<file path="src/rtl/cpu_dbg_ctrl_pkg.sv">
// ---------------------------------------------------------------------------
// cpu_dbg_pkg
// Shared definitions for the CPU debug controller slice:
//   - cmd_op_e    : host debug command encodings carried on cmd_op
//   - dbg_state_e : controller state encoding
//   - default sizes for the GPR dump length and the step counter width
// ---------------------------------------------------------------------------
package cpu_dbg_pkg;

  typedef enum logic [2:0] {
    OP_NOP   = 3'd0,
    OP_RUN   = 3'd1,
    OP_HALT  = 3'd2,
    OP_STEP  = 3'd3,
    OP_DUMP  = 3'd4,
    OP_SETBP = 3'd5,
    OP_CLRBP = 3'd6,
    OP_RSVD  = 3'd7
  } cmd_op_e;

  typedef enum logic [2:0] {
    ST_HALT     = 3'd0,
    ST_RUN      = 3'd1,
    ST_STEP     = 3'd2,
    ST_DUMP_SEL = 3'd3,
    ST_DUMP_OUT = 3'd4
  } dbg_state_e;

  localparam int DUMP_REGS_DEF  = 32;
  localparam int STEP_CNT_W_DEF = 16;

endpackage

</file>
<file path="src/rtl/cpu_dbg_ctrl_if.sv">
// ---------------------------------------------------------------------------
// cpu_dbg_ctrl_if
// Host-facing channels of the debug controller.
//   Command channel (host -> ctrl): cmd_valid, cmd_ready, cmd_op[2:0], cmd_arg[31:0]
//   Dump channel    (ctrl -> host): dump_valid, dump_ready, dump_idx[4:0], dump_data[31:0]
// Modports:
//   master : host side (issues commands, consumes dump beats)
//   slave  : controller side
// ---------------------------------------------------------------------------
interface cpu_dbg_ctrl_if;
  logic        cmd_valid;
  logic        cmd_ready;
  logic [2:0]  cmd_op;
  logic [31:0] cmd_arg;
  logic        dump_valid;
  logic        dump_ready;
  logic [4:0]  dump_idx;
  logic [31:0] dump_data;

  modport master (
    output cmd_valid, cmd_op, cmd_arg, dump_ready,
    input  cmd_ready, dump_valid, dump_idx, dump_data
  );

  modport slave (
    input  cmd_valid, cmd_op, cmd_arg, dump_ready,
    output cmd_ready, dump_valid, dump_idx, dump_data
  );
endinterface

</file>
<file path="src/rtl/cpu_dbg_ctrl_bp_match.sv">
// ---------------------------------------------------------------------------
// dbg_bp_match
// Single-address PC breakpoint for the debug controller. Only instantiated
// when CPU_DBG_BREAKPOINT_EN is defined.
// Ports:
//   clk, rst    : clock, synchronous active-high reset (disarms)
//   set_bp      : arm with bp_addr_in (accepted SETBP)
//   clr_bp      : disarm (accepted CLRBP)
//   bp_addr_in  : breakpoint address to capture
//   pc          : core current PC
//   en_q        : registered core enable (core is trying to execute)
//   resume      : accepted RUN/STEP leaving HALT
//   hit         : combinational match; caller forces the core enable low
// ---------------------------------------------------------------------------
module dbg_bp_match (
  input  logic        clk,
  input  logic        rst,
  input  logic        set_bp,
  input  logic        clr_bp,
  input  logic [31:0] bp_addr_in,
  input  logic [31:0] pc,
  input  logic        en_q,
  input  logic        resume,
  output logic        hit
);

  logic        armed_q, armed_d;
  logic [31:0] bp_addr_q, bp_addr_d;
  logic        skip_q, skip_d;

  // Arm/disarm the breakpoint and track the resume-skip window. The skip
  // flag lets the core execute the instruction sitting at the breakpoint
  // address on the first enabled cycle after a resume.
  always_comb begin
    armed_d   = armed_q;
    bp_addr_d = bp_addr_q;
    skip_d    = skip_q;
    if (set_bp) begin
      armed_d   = 1'b1;
      bp_addr_d = bp_addr_in;
    end
    if (clr_bp) begin
      armed_d = 1'b0;
    end
    if (resume) begin
      skip_d = 1'b1;
    end else if (en_q) begin
      skip_d = 1'b0;
    end
  end

  // State registers
  always_ff @(posedge clk) begin
    if (rst) begin
      armed_q   <= 1'b0;
      bp_addr_q <= '0;
      skip_q    <= 1'b0;
    end else begin
      armed_q   <= armed_d;
      bp_addr_q <= bp_addr_d;
      skip_q    <= skip_d;
    end
  end

  assign hit = armed_q && en_q && !skip_q && (pc == bp_addr_q);

endmodule

</file>
<file path="src/rtl/cpu_dbg_ctrl.sv">
// ---------------------------------------------------------------------------
// cpu_dbg_ctrl
// Run/halt/step/dump controller for the single-cycle CPU core. Gates core
// execution through cpu_en and walks the core's debug register-read port to
// stream every GPR out over the dump channel.
//
// Parameters:
//   DUMP_REGS   : number of GPRs streamed by DUMP (indices 0..DUMP_REGS-1, max 32)
//   STEP_CNT_W  : width of the step counter, STEP count = cmd_arg[STEP_CNT_W-1:0]
// Ports:
//   clk, rst    : clock, synchronous active-high reset
//   bus         : cpu_dbg_ctrl_if.slave (command channel in, dump channel out)
//   cpu_en      : core enable (PC/RF update only when 1)
//   pc          : core current PC
//   reg_sel     : core debug register select
//   reg_data    : core debug register data (combinational from reg_sel)
//   halted      : 1 while in HALT
//   bp_hit      : sticky, last stop caused by the breakpoint
//   retired     : count of cycles with cpu_en=1 (wraps, cleared only by rst)
// Configuration:
//   CPU_DBG_BREAKPOINT_EN : when defined, SETBP/CLRBP control a PC breakpoint
//   (dbg_bp_match). When undefined, SETBP/CLRBP are accepted and ignored,
//   bp_hit is 0 and cpu_en comes straight from its register.
// ---------------------------------------------------------------------------
module cpu_dbg_ctrl
  import cpu_dbg_pkg::*;
#(
  parameter int DUMP_REGS  = DUMP_REGS_DEF,
  parameter int STEP_CNT_W = STEP_CNT_W_DEF
) (
  input  logic                 clk,
  input  logic                 rst,
  cpu_dbg_ctrl_if.slave        bus,
  output logic                 cpu_en,
  input  logic [31:0]          pc,
  output logic [4:0]           reg_sel,
  input  logic [31:0]          reg_data,
  output logic                 halted,
  output logic                 bp_hit,
  output logic [31:0]          retired
);

  localparam logic [4:0] LAST_IDX = 5'(DUMP_REGS - 1);

  dbg_state_e            state_q, state_d;
  logic                  cpu_en_q, cpu_en_d;
  logic [STEP_CNT_W-1:0] step_cnt_q, step_cnt_d;
  logic [4:0]            idx_q, idx_d;
  logic [4:0]            dump_idx_q, dump_idx_d;
  logic [31:0]           dump_data_q, dump_data_d;
  logic [31:0]           retired_q, retired_d;

  logic                  accept;
  logic                  resume;
  logic                  bp_stop;
  logic [STEP_CNT_W-1:0] step_arg;

  assign bus.cmd_ready = (state_q == ST_HALT) || (state_q == ST_RUN);
  assign accept        = bus.cmd_valid && bus.cmd_ready;
  assign step_arg      = bus.cmd_arg[STEP_CNT_W-1:0];

  // Only RUN/STEP taken from HALT actually start execution; those are the
  // points that clear bp_hit and open the resume-skip window.
  assign resume = accept && (state_q == ST_HALT) &&
                  ((bus.cmd_op == OP_RUN) || (bus.cmd_op == OP_STEP));

`ifdef CPU_DBG_BREAKPOINT_EN
  logic bp_hit_q, bp_hit_d;

  dbg_bp_match u_bp_match (
    .clk        (clk),
    .rst        (rst),
    .set_bp     (accept && (bus.cmd_op == OP_SETBP)),
    .clr_bp     (accept && (bus.cmd_op == OP_CLRBP)),
    .bp_addr_in (bus.cmd_arg),
    .pc         (pc),
    .en_q       (cpu_en_q),
    .resume     (resume),
    .hit        (bp_stop)
  );

  // Sticky breakpoint flag: a hit wins over anything else in that cycle.
  always_comb begin
    bp_hit_d = bp_hit_q;
    if (resume) begin
      bp_hit_d = 1'b0;
    end
    if (bp_stop) begin
      bp_hit_d = 1'b1;
    end
  end

  // Breakpoint flag register
  always_ff @(posedge clk) begin
    if (rst) begin
      bp_hit_q <= 1'b0;
    end else begin
      bp_hit_q <= bp_hit_d;
    end
  end

  assign bp_hit = bp_hit_q;
`else
  logic unused_bp_inputs;

  assign bp_stop          = 1'b0;
  assign bp_hit           = 1'b0;
  assign unused_bp_inputs = ^{pc, bus.cmd_arg};
`endif

  // Next-state logic. cpu_en is derived from the next state so that it is
  // registered and follows an accepted command by exactly one cycle.
  always_comb begin
    state_d     = state_q;
    step_cnt_d  = step_cnt_q;
    idx_d       = idx_q;
    dump_idx_d  = dump_idx_q;
    dump_data_d = dump_data_q;

    case (state_q)
      ST_HALT: begin
        if (accept) begin
          case (bus.cmd_op)
            OP_RUN: begin
              state_d = ST_RUN;
            end
            OP_STEP: begin
              state_d    = ST_STEP;
              step_cnt_d = (step_arg == '0) ? STEP_CNT_W'(1) : step_arg;
            end
            OP_DUMP: begin
              state_d = ST_DUMP_SEL;
              idx_d   = '0;
            end
            default: begin
              state_d = ST_HALT;
            end
          endcase
        end
      end

      ST_RUN: begin
        if (bp_stop || (accept && (bus.cmd_op == OP_HALT))) begin
          state_d = ST_HALT;
        end
      end

      ST_STEP: begin
        if (bp_stop || (step_cnt_q <= STEP_CNT_W'(1))) begin
          state_d = ST_HALT;
        end else begin
          step_cnt_d = step_cnt_q - STEP_CNT_W'(1);
        end
      end

      ST_DUMP_SEL: begin
        dump_data_d = reg_data;
        dump_idx_d  = idx_q;
        state_d     = ST_DUMP_OUT;
      end

      ST_DUMP_OUT: begin
        if (bus.dump_ready) begin
          if (idx_q == LAST_IDX) begin
            state_d = ST_HALT;
          end else begin
            idx_d   = idx_q + 5'd1;
            state_d = ST_DUMP_SEL;
          end
        end
      end

      default: begin
        state_d = ST_HALT;
      end
    endcase

    cpu_en_d = (state_d == ST_RUN) || (state_d == ST_STEP);
  end

  // A breakpoint match suppresses the enable in the matching cycle itself,
  // so the instruction at the breakpoint address never executes.
  assign cpu_en    = cpu_en_q && !bp_stop;
  assign retired_d = retired_q + (cpu_en ? 32'd1 : 32'd0);

  // State registers
  always_ff @(posedge clk) begin
    if (rst) begin
      state_q     <= ST_HALT;
      cpu_en_q    <= 1'b0;
      step_cnt_q  <= '0;
      idx_q       <= '0;
      dump_idx_q  <= '0;
      dump_data_q <= '0;
      retired_q   <= '0;
    end else begin
      state_q     <= state_d;
      cpu_en_q    <= cpu_en_d;
      step_cnt_q  <= step_cnt_d;
      idx_q       <= idx_d;
      dump_idx_q  <= dump_idx_d;
      dump_data_q <= dump_data_d;
      retired_q   <= retired_d;
    end
  end

  assign reg_sel        = (state_q == ST_DUMP_SEL) ? idx_q : 5'd0;
  assign bus.dump_valid = (state_q == ST_DUMP_OUT);
  assign bus.dump_idx   = dump_idx_q;
  assign bus.dump_data  = dump_data_q;
  assign halted         = (state_q == ST_HALT);
  assign retired        = retired_q;

endmodule
</file>
<file path="src/flat_wrapper.sv">
// flat-port wrapper written by rule: the top's interface ports become plain ports
module cpu_dbg_ctrl_flat import cpu_dbg_pkg::*;
#(
  parameter int DUMP_REGS  = DUMP_REGS_DEF,
  parameter int STEP_CNT_W = STEP_CNT_W_DEF
)
  (clk, rst, cpu_en, pc, reg_sel, reg_data, halted, bp_hit, retired, bus_cmd_valid, bus_cmd_op, bus_cmd_arg, bus_dump_ready, bus_cmd_ready, bus_dump_valid, bus_dump_idx, bus_dump_data);
  cpu_dbg_ctrl_if bus_i ();
  input  logic clk;
  input  logic rst;
  output logic cpu_en;
  input  logic [31:0] pc;
  output logic [4:0] reg_sel;
  input  logic [31:0] reg_data;
  output logic halted;
  output logic bp_hit;
  output logic [31:0] retired;
  input wire logic [$bits(bus_i.cmd_valid)-1:0] bus_cmd_valid;
  input wire logic [$bits(bus_i.cmd_op)-1:0] bus_cmd_op;
  input wire logic [$bits(bus_i.cmd_arg)-1:0] bus_cmd_arg;
  input wire logic [$bits(bus_i.dump_ready)-1:0] bus_dump_ready;
  output wire logic [$bits(bus_i.cmd_ready)-1:0] bus_cmd_ready;
  output wire logic [$bits(bus_i.dump_valid)-1:0] bus_dump_valid;
  output wire logic [$bits(bus_i.dump_idx)-1:0] bus_dump_idx;
  output wire logic [$bits(bus_i.dump_data)-1:0] bus_dump_data;
  assign bus_i.cmd_valid = bus_cmd_valid;
  assign bus_i.cmd_op = bus_cmd_op;
  assign bus_i.cmd_arg = bus_cmd_arg;
  assign bus_i.dump_ready = bus_dump_ready;
  assign bus_cmd_ready = bus_i.cmd_ready;
  assign bus_dump_valid = bus_i.dump_valid;
  assign bus_dump_idx = bus_i.dump_idx;
  assign bus_dump_data = bus_i.dump_data;
  cpu_dbg_ctrl #(.DUMP_REGS(DUMP_REGS), .STEP_CNT_W(STEP_CNT_W)) u_core (.clk(clk), .rst(rst), .bus(bus_i), .cpu_en(cpu_en), .pc(pc), .reg_sel(reg_sel), .reg_data(reg_data), .halted(halted), .bp_hit(bp_hit), .retired(retired));
endmodule
</file>
<file path="config.mk">
export PLATFORM = sky130hd
export DESIGN_NAME = cpu_dbg_ctrl_flat
export DESIGN_NICKNAME = d
export VERILOG_FILES = /design/src/rtl/cpu_dbg_ctrl_pkg.sv /design/src/rtl/cpu_dbg_ctrl_if.sv /design/src/rtl/cpu_dbg_ctrl_bp_match.sv /design/src/rtl/cpu_dbg_ctrl.sv /design/src/flat_wrapper.sv
export SDC_FILE = /design/constraint.sdc
export NUM_CORES = 1
export LEC_CHECK = 0
export BUFFER_PORTS_ARGS = -buffer_cell sky130_fd_sc_hd__buf_2
export CORE_UTILIZATION = 48
export DETAILED_ROUTE_END_ITERATION = 12
export PLACE_DENSITY = 0.8
export SYNTH_ARGS = -nofsm -noshare
export SYNTH_HDL_FRONTEND = slang
export SYNTH_SLANG_ARGS = --single-unit
</file>
<file path="constraint.sdc">
create_clock -name clk -period 2.2 [get_ports clk]
set_input_delay 0 -clock clk [delete_from_list [all_inputs] [get_ports clk]]
set_output_delay 0 -clock clk [all_outputs]
set_load 0.03 [all_outputs]
</file>
==> results_dict.tcl <==
set metrics [dict create \
    fin_cells 827 \
    rr_endpoint "u_core.step_cnt_q[12]$_SDFFE_PP0P_" \
    yosys_register_bits 94 \
    rsz0062_at_grt "no" \
    cp-start-kind "flip-flop" \
    syn_nets 657 \
    start_util_pct 49.5 \
    cts_root_buf "clkbuf_8" \
    die_h_um 96.6 \
    row_count 34 \
    cellPowerDensity_mw_per_mm2 614 \
    ys_warn_count 0 \
    busiest_layer "met2" \
    cts_buffers 9 \
    setup-violations-final 0 \
    p_int_mw 2.44 \
    drt_iter0_drc 245 \
    worstRegToRegCells 5 \
    layout_setup_ws_ns 0.101 \
    maxSlewViolCount 0 \
    cts.sinks 94 \
    hold_path.class "in2reg" \
    async_flop_share_pct 0 \
    status "completed" \
    ctsLongestPathBuffers 2 \
    synth.distinct_cells 48 \
    rr_startpoint "u_core.step_cnt_q[3]$_SDFFE_PP0P_" \
    skew_ns 0.00954 \
    cts_tree "built" \
    cap_violations 0 \
    area_growth_pct 32.1 \
    grt_pass1_vias 4351 \
    synth_edf_count 0 \
    hold_viol 0 \
    sw_frac_of_total_pct 30.0 \
    fin_area_mm2 0.00567 \
    whs_ns 0.0237 \
    synth_top_cell_area_share_pct 43.8 \
    clkTransAtPathRegs_ns 0.10 \
    placed_area_mm2 0.00513 \
    drc 0 \
    via_per_inst 5.52 \
    netlist_area_mm2 0.00430 \
    mostFrequentLayoutCell "buf_2" \
    ant_nets 0 \
    dp_worst_setup_slack_ns 0.127 \
    routed_wl_mm 11.5 \
    seq_power_share_pct 51.0 \
    power_frac_comb_pct 18.0 \
    yosys_most_used_dff "dfxtp_1" \
    dp_cells 776 \
    ioPinCount 182 \
    whs_endpoint "u_core.step_cnt_q[12]$_SDFFE_PP0P_" \
    place_congestion 0.890 \
    final.period_utilization_pct 95.4 \
    endpoint_kind "flip-flop" \
    grt_antenna_before_repair 0 \
    fill_cells 716 \
    antenna_cells 0 \
    arrival_ns 2.33 \
    fin_crit_ns 2.10 \
    io_buffer_count 132 \
    cts_setup_buffers 0 \
    layout.nets 823 \
    grt-ovfl-total 0 \
    cp_max_fo 7 \
    fmax_ghz 0.476 \
    dp_hpwl_mm 7.63 \
    via_count 4564 \
    p_switching_mw 1.05 \
    met2_usage_pct 42.6 \
    rrSetupSlack_ns 0.10 \
    grtUsageMet3_pct 4.48 \
    die-area_mm2 0.00933 \
    layout_common_cells "buf_2, nand2_1, dfxtp_1, a21oi_1, nor2_1" \
    avgSynthCellArea_um2 7.84 \
    avgRoutedWirePerCell_um 13.9 \
    clkPwrFrac_pct 31.0 \
    yosysSeqAreaShare_pct 43.8 \
    die_x_um 96.6 \
    clock_latency_ns 0.36 \
    dr.pass1.iters 5 \
    grt_pass1_wl_mm 19.6 \
    slew_headroom_pct 60.5 \
    synth_area_leaders "dfxtp_1, nand2_1, a21oi_1" \
    yosys.area.top_type "dfxtp_1" \
    worst_slew_pin_slew_ns 0.584 \
    grt_max_degree 48 \
    drive_above_1_share_pct 26.0 \
    syn_inst 548 \
    p_leak_nw 2.44 \
    setup_tns_ns 0 \
    h-tree-depth 3 \
    grt.met1_usage_pct 30.1 \
    core_area_mm2 0.00868 \
    hp-start "bus_cmd_arg[12]" \
    hold_path_depth 5 \
    grt_usage_pct 25.1 \
    worstSetupPathType "reg2reg" \
    ir_drop_mv 0.425 \
    cp_data_required_time_ns 2.44 \
]
[power by group through the flow]
stage | Combinational [mW] | Clock [mW] | Sequential, mW
CTS | 0.616 | 1.10 | 1.78
global route | 0.689 | 1.18 | 1.78
detailed placement | 0.566 | 0 | 1.82
floorplan | 0.343 | 0 | 1.83
finish | 0.628 | 1.08 | 1.78
global placement | 0.550 | 0 | 1.81
[per-layer routing]
layer / share of wire [%] / routed length [µm] / vias to the layer above
met5: 0 / 0 / -
met4: 3.7 / 423 / 0
met3: 4.4 / 508 / 36
met2: 50 / 5700 / 154
met1: 42 / 4850 / 2147
li1: - / - / 2227
[worst max-delay path by stage]
stage / start / endpoint / slack (ns) / cells past startpoint
floorplan: u_core.state_q[0]$_SDFF_PP0_ / u_core.step_cnt_q[11]$_SDFFE_PP0P_ / 0.02 / 7
global placement: u_core.step_cnt_q[3]$_SDFFE_PP0P_ / u_core.step_cnt_q[14]$_SDFFE_PP0P_ / 0.17 / 5
detailed placement: u_core.step_cnt_q[3]$_SDFFE_PP0P_ / u_core.step_cnt_q[14]$_SDFFE_PP0P_ / 0.13 / 5
CTS: u_core.step_cnt_q[3]$_SDFFE_PP0P_ / u_core.step_cnt_q[12]$_SDFFE_PP0P_ / 0.11 / 5
global route: u_core.cpu_en$_SDFF_PP0_ / u_core.retired[30]$_SDFF_PP0_ / 0.04 / 6
finish: u_core.step_cnt_q[3]$_SDFFE_PP0P_ / u_core.step_cnt_q[12]$_SDFFE_PP0P_ / 0.10 / 5
[synthesized netlist by cell type, types with 4 or more instances]
cell type and count:
a31o_2 6, nand3_1 10, a22oi_1 4, ha_1 6, and3_1 10, inv_1 15, dfxtp_1 94, nor4_1 10
o21ai_0 27, nor3_1 18, nand3b_1 5, nand2_1 107, nor2b_1 7, a21oi_1 69, xor2_1 8, xnor2_1 15
clkbuf_1 28, nor2_1 38, or3_1 8, nand4_1 14
[kinds of logic after synthesis]
family                   synth area share (%)
other                                  0.0873
multiplexers                            0.524
flip-flops                               43.8
AND/OR/NAND/NOR                          28.5
buffers and inverters                    4.46
adder cells (fa/ha/maj)                  1.75
XOR/XNOR                                 4.69
AO/OA/AOI/OAI                            16.2
[critical path: stages (launching register included)]
cell and delay (ns):
dfxtp_1 0.39, or4_4 0.60, or4_4 0.58, o21a_1 0.19, o21ai_0 0.14, a21oi_1 0.08
[state kept, by name, summed over array words and instances, names as in the netlist]
register,count
u_core.cpu_en,1
u_core.state_q,3
u_core.step_cnt_q,16
u_core.bus.dump_data,32
u_core.bus.dump_idx,5
u_core.idx_q,5
u_core.retired,32
[layout make-up]
cell class | instances | area (µm²) | share of cell area [%]
Multi-Input combinational cell | 405 | 2230 | 39.3
Clock buffer | 9 | 124 | 2.18
Clock inverter | 7 | 60.1 | 1.06
Tap cell | 108 | 135 | 2.38
Sequential cell | 94 | 1880 | 33.2
Inverter | 15 | 56.3 | 0.992
Timing Repair Buffer | 189 | 1190 | 20.9
[timing repair]
action | in CTS | in global routing
resized for setup | 0 | 1
hold endpoints to repair | 35 | 0
hold buffers | 35 | 0
setup endpoints to repair | 0 | 1
[per-stage QoR]
step,power [mW],utilization (%)
global placement,2.36,59.2
floorplan,2.17,-
global route,3.66,65.4
finish,3.49,65.4
detailed placement,2.38,59.2
CTS,3.50,65.3
(Power assumes the default switching activity.)
